--- src/rtl/chunked_adder_pkg.sv ---
// Shared types and sizing helpers for the chunked serial adder.
package chunked_adder_pkg;

  typedef enum logic [1:0] {
    IDLE = 2'd0,
    BUSY = 2'd1,
    DONE = 2'd2
  } state_t;

  function automatic int calc_nch(input int width, input int chunk);
    return width / chunk;
  endfunction

  // A single-chunk configuration still needs a 1-bit index register.
  function automatic int calc_idx_w(input int nch);
    return (nch > 1) ? $clog2(nch) : 1;
  endfunction

endpackage

--- src/rtl/chunked_serial_adder_ripple_slice.sv ---
// ripple_slice: CHUNK-bit combinational ripple-carry adder built from a
// chain of full adders.
module ripple_slice #(
  parameter int CHUNK = 2
) (
  input  logic [CHUNK-1:0] a,
  input  logic [CHUNK-1:0] b,
  input  logic             cin,
  output logic [CHUNK-1:0] s,
  output logic             cout
);

  logic [CHUNK:0] c;

  assign c[0] = cin;

  generate
    for (genvar gi = 0; gi < CHUNK; gi++) begin : g_fa
      assign s[gi]   = a[gi] ^ b[gi] ^ c[gi];
      assign c[gi+1] = (a[gi] & b[gi]) | (c[gi] & (a[gi] ^ b[gi]));
    end
  endgenerate

  assign cout = c[CHUNK];

endmodule

--- src/rtl/chunked_serial_adder.sv ---
// Multi-cycle add/subtract: WIDTH-bit operands through one CHUNK-bit ripple
// slice, LSB chunk first. Define CHUNKED_ADDER_OVF_EN to add the ovf output.
module chunked_serial_adder
  import chunked_adder_pkg::*;
#(
  parameter int WIDTH = 8,
  parameter int CHUNK = 2
) (
  input  logic             clk,
  input  logic             reset,
  input  logic             in_valid,
  output logic             in_ready,
  input  logic [WIDTH-1:0] a,
  input  logic [WIDTH-1:0] b,
  input  logic             cin,
  input  logic             sub,
  output logic             out_valid,
  input  logic             out_ready,
  output logic [WIDTH-1:0] sum,
`ifdef CHUNKED_ADDER_OVF_EN
  output logic             ovf,
`endif
  output logic             cout
);

  localparam int NCH = calc_nch(WIDTH, CHUNK);
  localparam int IW  = calc_idx_w(NCH);

  state_t           state;
  logic [IW-1:0]    idx;
  logic [WIDTH-1:0] a_reg;
  logic [WIDTH-1:0] b_reg;
  logic [WIDTH-1:0] acc_reg;
  logic             c_reg;

  logic [CHUNK-1:0] a_sl;
  logic [CHUNK-1:0] b_sl;
  logic [CHUNK-1:0] s_sl;
  logic             c_sl;
  logic [WIDTH-1:0] acc_next;
  logic             last_chunk;

  assign a_sl       = a_reg[int'(idx)*CHUNK +: CHUNK];
  assign b_sl       = b_reg[int'(idx)*CHUNK +: CHUNK];
  assign last_chunk = (idx == IW'(NCH - 1));

  ripple_slice #(.CHUNK(CHUNK)) u_slice (
    .a    (a_sl),
    .b    (b_sl),
    .cin  (c_reg),
    .s    (s_sl),
    .cout (c_sl)
  );

  always_comb begin
    acc_next = acc_reg;
    acc_next[int'(idx)*CHUNK +: CHUNK] = s_sl;
  end

`ifdef CHUNKED_ADDER_OVF_EN
  // Carry into the MSB is recovered from the MSB sum bit and its operands.
  logic ovf_next;
  assign ovf_next = a_sl[CHUNK-1] ^ b_sl[CHUNK-1] ^ s_sl[CHUNK-1] ^ c_sl;
`endif

  always_ff @(posedge clk or negedge reset) begin
    if (!reset) begin
      state     <= IDLE;
      in_ready  <= 1'b1;
      out_valid <= 1'b0;
      idx       <= '0;
      a_reg     <= '0;
      b_reg     <= '0;
      acc_reg   <= '0;
      c_reg     <= 1'b0;
      sum       <= '0;
      cout      <= 1'b0;
`ifdef CHUNKED_ADDER_OVF_EN
      ovf       <= 1'b0;
`endif
    end else begin
      case (state)
        IDLE: begin
          if (in_valid) begin
            // Subtraction is a + ~b + ~cin, so invert b and the borrow-in once here.
            a_reg    <= a;
            b_reg    <= sub ? ~b : b;
            c_reg    <= cin ^ sub;
            idx      <= '0;
            in_ready <= 1'b0;
            state    <= BUSY;
          end
        end
        BUSY: begin
          acc_reg <= acc_next;
          c_reg   <= c_sl;
          if (last_chunk) begin
            sum       <= acc_next;
            cout      <= c_sl;
`ifdef CHUNKED_ADDER_OVF_EN
            ovf       <= ovf_next;
`endif
            out_valid <= 1'b1;
            state     <= DONE;
          end else begin
            idx <= idx + 1'b1;
          end
        end
        DONE: begin
          if (out_ready) begin
            out_valid <= 1'b0;
            in_ready  <= 1'b1;
            state     <= IDLE;
          end
        end
        default: begin
          state     <= IDLE;
          in_ready  <= 1'b1;
          out_valid <= 1'b0;
        end
      endcase
    end
  end

endmodule
--- config.mk ---
export PLATFORM = sky130hd
export DESIGN_NAME = chunked_serial_adder
export DESIGN_NICKNAME = d
export VERILOG_FILES = /design/src/rtl/chunked_adder_pkg.sv /design/src/rtl/chunked_serial_adder_ripple_slice.sv /design/src/rtl/chunked_serial_adder.sv
export SDC_FILE = /design/constraint.sdc
export NUM_CORES = 1
export LEC_CHECK = 0
export BUFFER_PORTS_ARGS = -buffer_cell sky130_fd_sc_hd__buf_2
export CORE_UTILIZATION = 35
export CTS_CLUSTER_SIZE = 8
export DETAILED_ROUTE_END_ITERATION = 10
export GPL_ROUTABILITY_DRIVEN = 0
export PLACE_DENSITY = 0.64
export REMOVE_ABC_BUFFERS = 1
export SETUP_SLACK_MARGIN = 0.02
export SLEW_MARGIN = 15
export SYNTH_ARGS = -nofsm -noshare
export SYNTH_HDL_FRONTEND = slang
export SYNTH_SLANG_ARGS = --single-unit
--- constraint.sdc ---
create_clock -name clk -period 8.35 [get_ports clk]
set_clock_uncertainty 0.15 [all_clocks]
set_input_delay 0.4175 -clock clk [delete_from_list [all_inputs] [get_ports clk]]
set_output_delay 0.4175 -clock clk [all_outputs]
set_load 0.02 [all_outputs]
==> impl_metrics.csv <==
group,metric,value,unit
timing,unrepaired_setup_endpoints_after_global_routing,"false",
setup_path,timing.critical_path.cells,"mux4_2 -> fa_1 -> fa_1 -> nor2b_1 -> a21oi_1 -> a21oi_1",
die,core_area,5510,um2
synthesis,synth.yosys.warnings,0,
placed_design,port-buffer-count,32,
setup_path,worst_setup_path_end_kind,"flop",
timing,final_period_minus_worst_setup_slack,2980,ps
setup_path,cp_num_buf_inv,0,
routing,first_iter_violations,59,
synthesis,synth_top_flop_cell,"sky130_fd_sc_hd__dfrtp_1",
cts,numCtsBuffers,5,
cts,clk_pin_slew_worst_paths,80,ps
grt,grt_max_degree,41,
timing,final.setup.worst_slack,5370,ps
cells_and_area,nNetsFinal,233,
timing,max_freq,336,MHz
cts,cts_buffer_depth,2,
synthesis,netlist_area,2010,um2
cts,clock_tree.htree_level_count,2,
timing,fin_setup_tns,0,ps
routing,remaining_drc_errors,0,
setup_path,worst_setup_path_start_kind,"flop",
grt,grt_first_pass_wirelength,6.07,mm
placed_design,pre_cts_slack,5370,ps
flow_run,cap_violations,0,
routing,detail-route-antenna-nets,0,
status,outcome,"finished, final reports clean",
power_and_ir_drop,power.ir.vdd_worst,0.192,mV
setup_path,timing.critical_path.required,8420,ps
setup_path,timing_worst_setup_path_type,"flop to flop",
timing,final-setup-viol-count,0,
placed_design,numPlacedInstances,268,
timing,timing.final.max_slew_violations,0,
synthesis,flop_and_latch_count_out_of_synthesis,40,
routing,num_vias,1341,
setup_path,critical_path.top_delay_family,"adder cells",
grt,number_of_antenna_violations_at_the_first_check_in_global_routing,0,
synthesis,synth_sequential_area_ratio,49.9,%
die,row_count,27,
synthesis,synth-edff-count,0,
setup_path,slowest_delay,670,ps
die,die_outline_area,6040,um2
die,start_util,36.5,%
synthesis,synth.distinct_cells,35,
routing,via_per_inst,4.86,
timing,period_share,35.6,%
grt,number_of_global_route_vias_before_repair,1308,
placed_design,detailed_place_hpwl,2.53,mm
cts,ctsHoldBuffers,0,
timing,worst_slew_pin_slew,861,ps
die,die_w,77.7,um
cells_and_area,fraction_of_final_layout_cells_sized_beyond_drive_strength_1,29.9,%
setup_path,cpMaxStageDelayCell,"sky130_fd_sc_hd__dfrtp_1",
power_and_ir_drop,power.static_leakage,1.05,nW
grt,overflow,0,
routing,wl_per_cell,12.9,um
cells_and_area,antenna_cells,0,
synthesis,syn-instance-count,171,
routing,finalWirelength,3.57,mm
min_path,hold_path.class,"primary input to async pin",
timing,final_hold_viol_count,0,
synthesis,postSynthAreaPerCell,11.7,um2
setup_path,critPathMaxFanout,13,
cts,cts.sink_count,40,
cells_and_area,layoutNonFillerInstCount,276,
setup_path,timing.critical_path.arrival,3050,ps
cts,tritoncts,"yes",
die,floorplan.io_pins,33,
cells_and_area,filler_cell_count,531,
cts,cts.repair.resized,0,
cells_and_area,area_delta_synth_final,15.6,%
synthesis,async_reset_ff_share,100,%
power_and_ir_drop,pwr_density_cell,435,nW/um2
cts,clock_latency,290,ps
die,die_y,77.7,um
timing,worst_slew_margin_rel,42.6,%
cts,clock_root_buffer,"sky130_fd_sc_hd__clkbuf_8",
cts,cts_post_setup_buffers_inserted,0,
grt,gr-usage-all-layers,13.2,%
routing,length_of_the_first_detailed_routing_pass_in_iterations,4,
-- power by group --
| group | internal, mW | switching (mW) |
|---|---|---|
| sequential | 0.286 | 0.0709 |
| combinational | 0.223 | 0.258 |
| clock | 0.105 | 0.0665 |
| total | 0.615 | 0.395 |
-- through the flow --
step | hold slack (ps) | cell area (um2) | util, % | total power [mW]
after global routing | 163 | 2320 | 42.1 | 1.08
final | 83.3 | 2320 | 42.1 | 1.01
after floorplan | -28.1 | 1940 | - | 0.705
after detailed placement | 324 | 2190 | 39.9 | 0.844
after global placement | 315 | 2190 | 39.9 | 0.836
after CTS | 118 | 2320 | 42.1 | 1.02
-- final timing paths --
path / from / end / slack, ps / cells past startpoint
min: reset / sum[7] / 80 / 1
min reg2reg: acc_reg[5] / acc_reg[5] / 340 / 1
min in group clk: a[0] / a_reg[0] / 200 / 2
max: idx[0] / sum[7] / 5370 / 6
max in group asynchronous: reset / b_reg[2] / 7420 / 1
max reg2reg: idx[0] / sum[7] / 5370 / 6
-- Yosys cell counts (2+ instances only) --
library cell | n | area share, %
sky130_fd_sc_hd__a22oi_1 | 2 | 0.75
sky130_fd_sc_hd__nor2b_1 | 11 | 3.4
sky130_fd_sc_hd__mux2_4 | 3 | 2.2
sky130_fd_sc_hd__buf_6 | 3 | 1.7
sky130_fd_sc_hd__mux4_2 | 4 | 4.5
sky130_fd_sc_hd__and3b_1 | 2 | 0.87
sky130_fd_sc_hd__mux2_2 | 6 | 3.4
sky130_fd_sc_hd__and3_1 | 2 | 0.62
sky130_fd_sc_hd__buf_2 | 2 | 0.50
sky130_fd_sc_hd__inv_1 | 5 | 0.93
sky130_fd_sc_hd__nor2_1 | 19 | 3.6
sky130_fd_sc_hd__a21oi_1 | 26 | 6.5
sky130_fd_sc_hd__nand2_1 | 7 | 1.3
sky130_fd_sc_hd__dfrtp_1 | 39 | 49
sky130_fd_sc_hd__a32o_1 | 4 | 2.0
sky130_fd_sc_hd__a22o_1 | 4 | 1.7
sky130_fd_sc_hd__fa_1 | 2 | 2.0
sky130_fd_sc_hd__xnor2_1 | 8 | 3.5
sky130_fd_sc_hd__ha_1 | 6 | 3.7
-- logic make-up after synthesis --
logic type	share of synthesized area, %
buffers and inverters	4.49
DFF	49.9
adders and majority gates	5.73
and+or+nand+nor	12.9
xor gates and xnor gates	3.93
AOI/OAI and AO/OA	12.5
muxes	10.6
-- layer usage --
layer  GRT usage (%)  part of all wire (%)
met1            17.0                    48
met2            21.0                    47
met3            3.88                   4.0
met4            5.09                   1.1
met5               0                     0
-- cell type report --
type	instances	area (um2)	share of cell area, %
clock inverters	1	30.0	1.29
repair buffers	33	168	7.22
multi-input cells	118	916	39.5
flip-flops and latches	40	1000	43.2
well taps	72	90.1	3.88
inverters	5	18.8	0.809
clock buffers	7	96.3	4.15
-- cells in the final DEF (no fill, tap or decap) --
cell | Yosys | routed
sky130_fd_sc_hd__dfrtp_1 | 39 | 39
sky130_fd_sc_hd__buf_2 | 2 | 32
sky130_fd_sc_hd__a21oi_1 | 26 | 26
sky130_fd_sc_hd__nor2_1 | 19 | 19
sky130_fd_sc_hd__nor2b_1 | 11 | 11
sky130_fd_sc_hd__xnor2_1 | 8 | 8
sky130_fd_sc_hd__nand2_1 | 7 | 7
sky130_fd_sc_hd__clkbuf_8 | 0 | 7
sky130_fd_sc_hd__mux2_2 | 6 | 6
sky130_fd_sc_hd__ha_1 | 6 | 6
sky130_fd_sc_hd__inv_1 | 5 | 5
sky130_fd_sc_hd__mux4_2 | 4 | 4
sky130_fd_sc_hd__a22o_1 | 4 | 4
sky130_fd_sc_hd__a32o_1 | 4 | 4
sky130_fd_sc_hd__mux2_4 | 3 | 3
sky130_fd_sc_hd__and3b_1 | 2 | 2
sky130_fd_sc_hd__and3_1 | 2 | 2
sky130_fd_sc_hd__a22oi_1 | 2 | 2
sky130_fd_sc_hd__fa_1 | 2 | 2
sky130_fd_sc_hd__nor3b_4 | 1 | 1
sky130_fd_sc_hd__and4bb_2 | 1 | 1
sky130_fd_sc_hd__and4b_1 | 1 | 1
sky130_fd_sc_hd__and3b_2 | 1 | 1
sky130_fd_sc_hd__a21o_2 | 1 | 1
sky130_fd_sc_hd__mux2i_1 | 1 | 1
sky130_fd_sc_hd__o21ai_0 | 1 | 1
sky130_fd_sc_hd__nor3_1 | 1 | 1
sky130_fd_sc_hd__or2_2 | 1 | 1
sky130_fd_sc_hd__o22ai_1 | 1 | 1
sky130_fd_sc_hd__xor2_1 | 1 | 1
sky130_fd_sc_hd__o22a_2 | 1 | 1
sky130_fd_sc_hd__bufinv_16 | 0 | 1
sky130_fd_sc_hd__dfstp_2 | 1 | 1
sky130_fd_sc_hd__buf_4 | 1 | 1
Power figures use the tool's default switching activity.
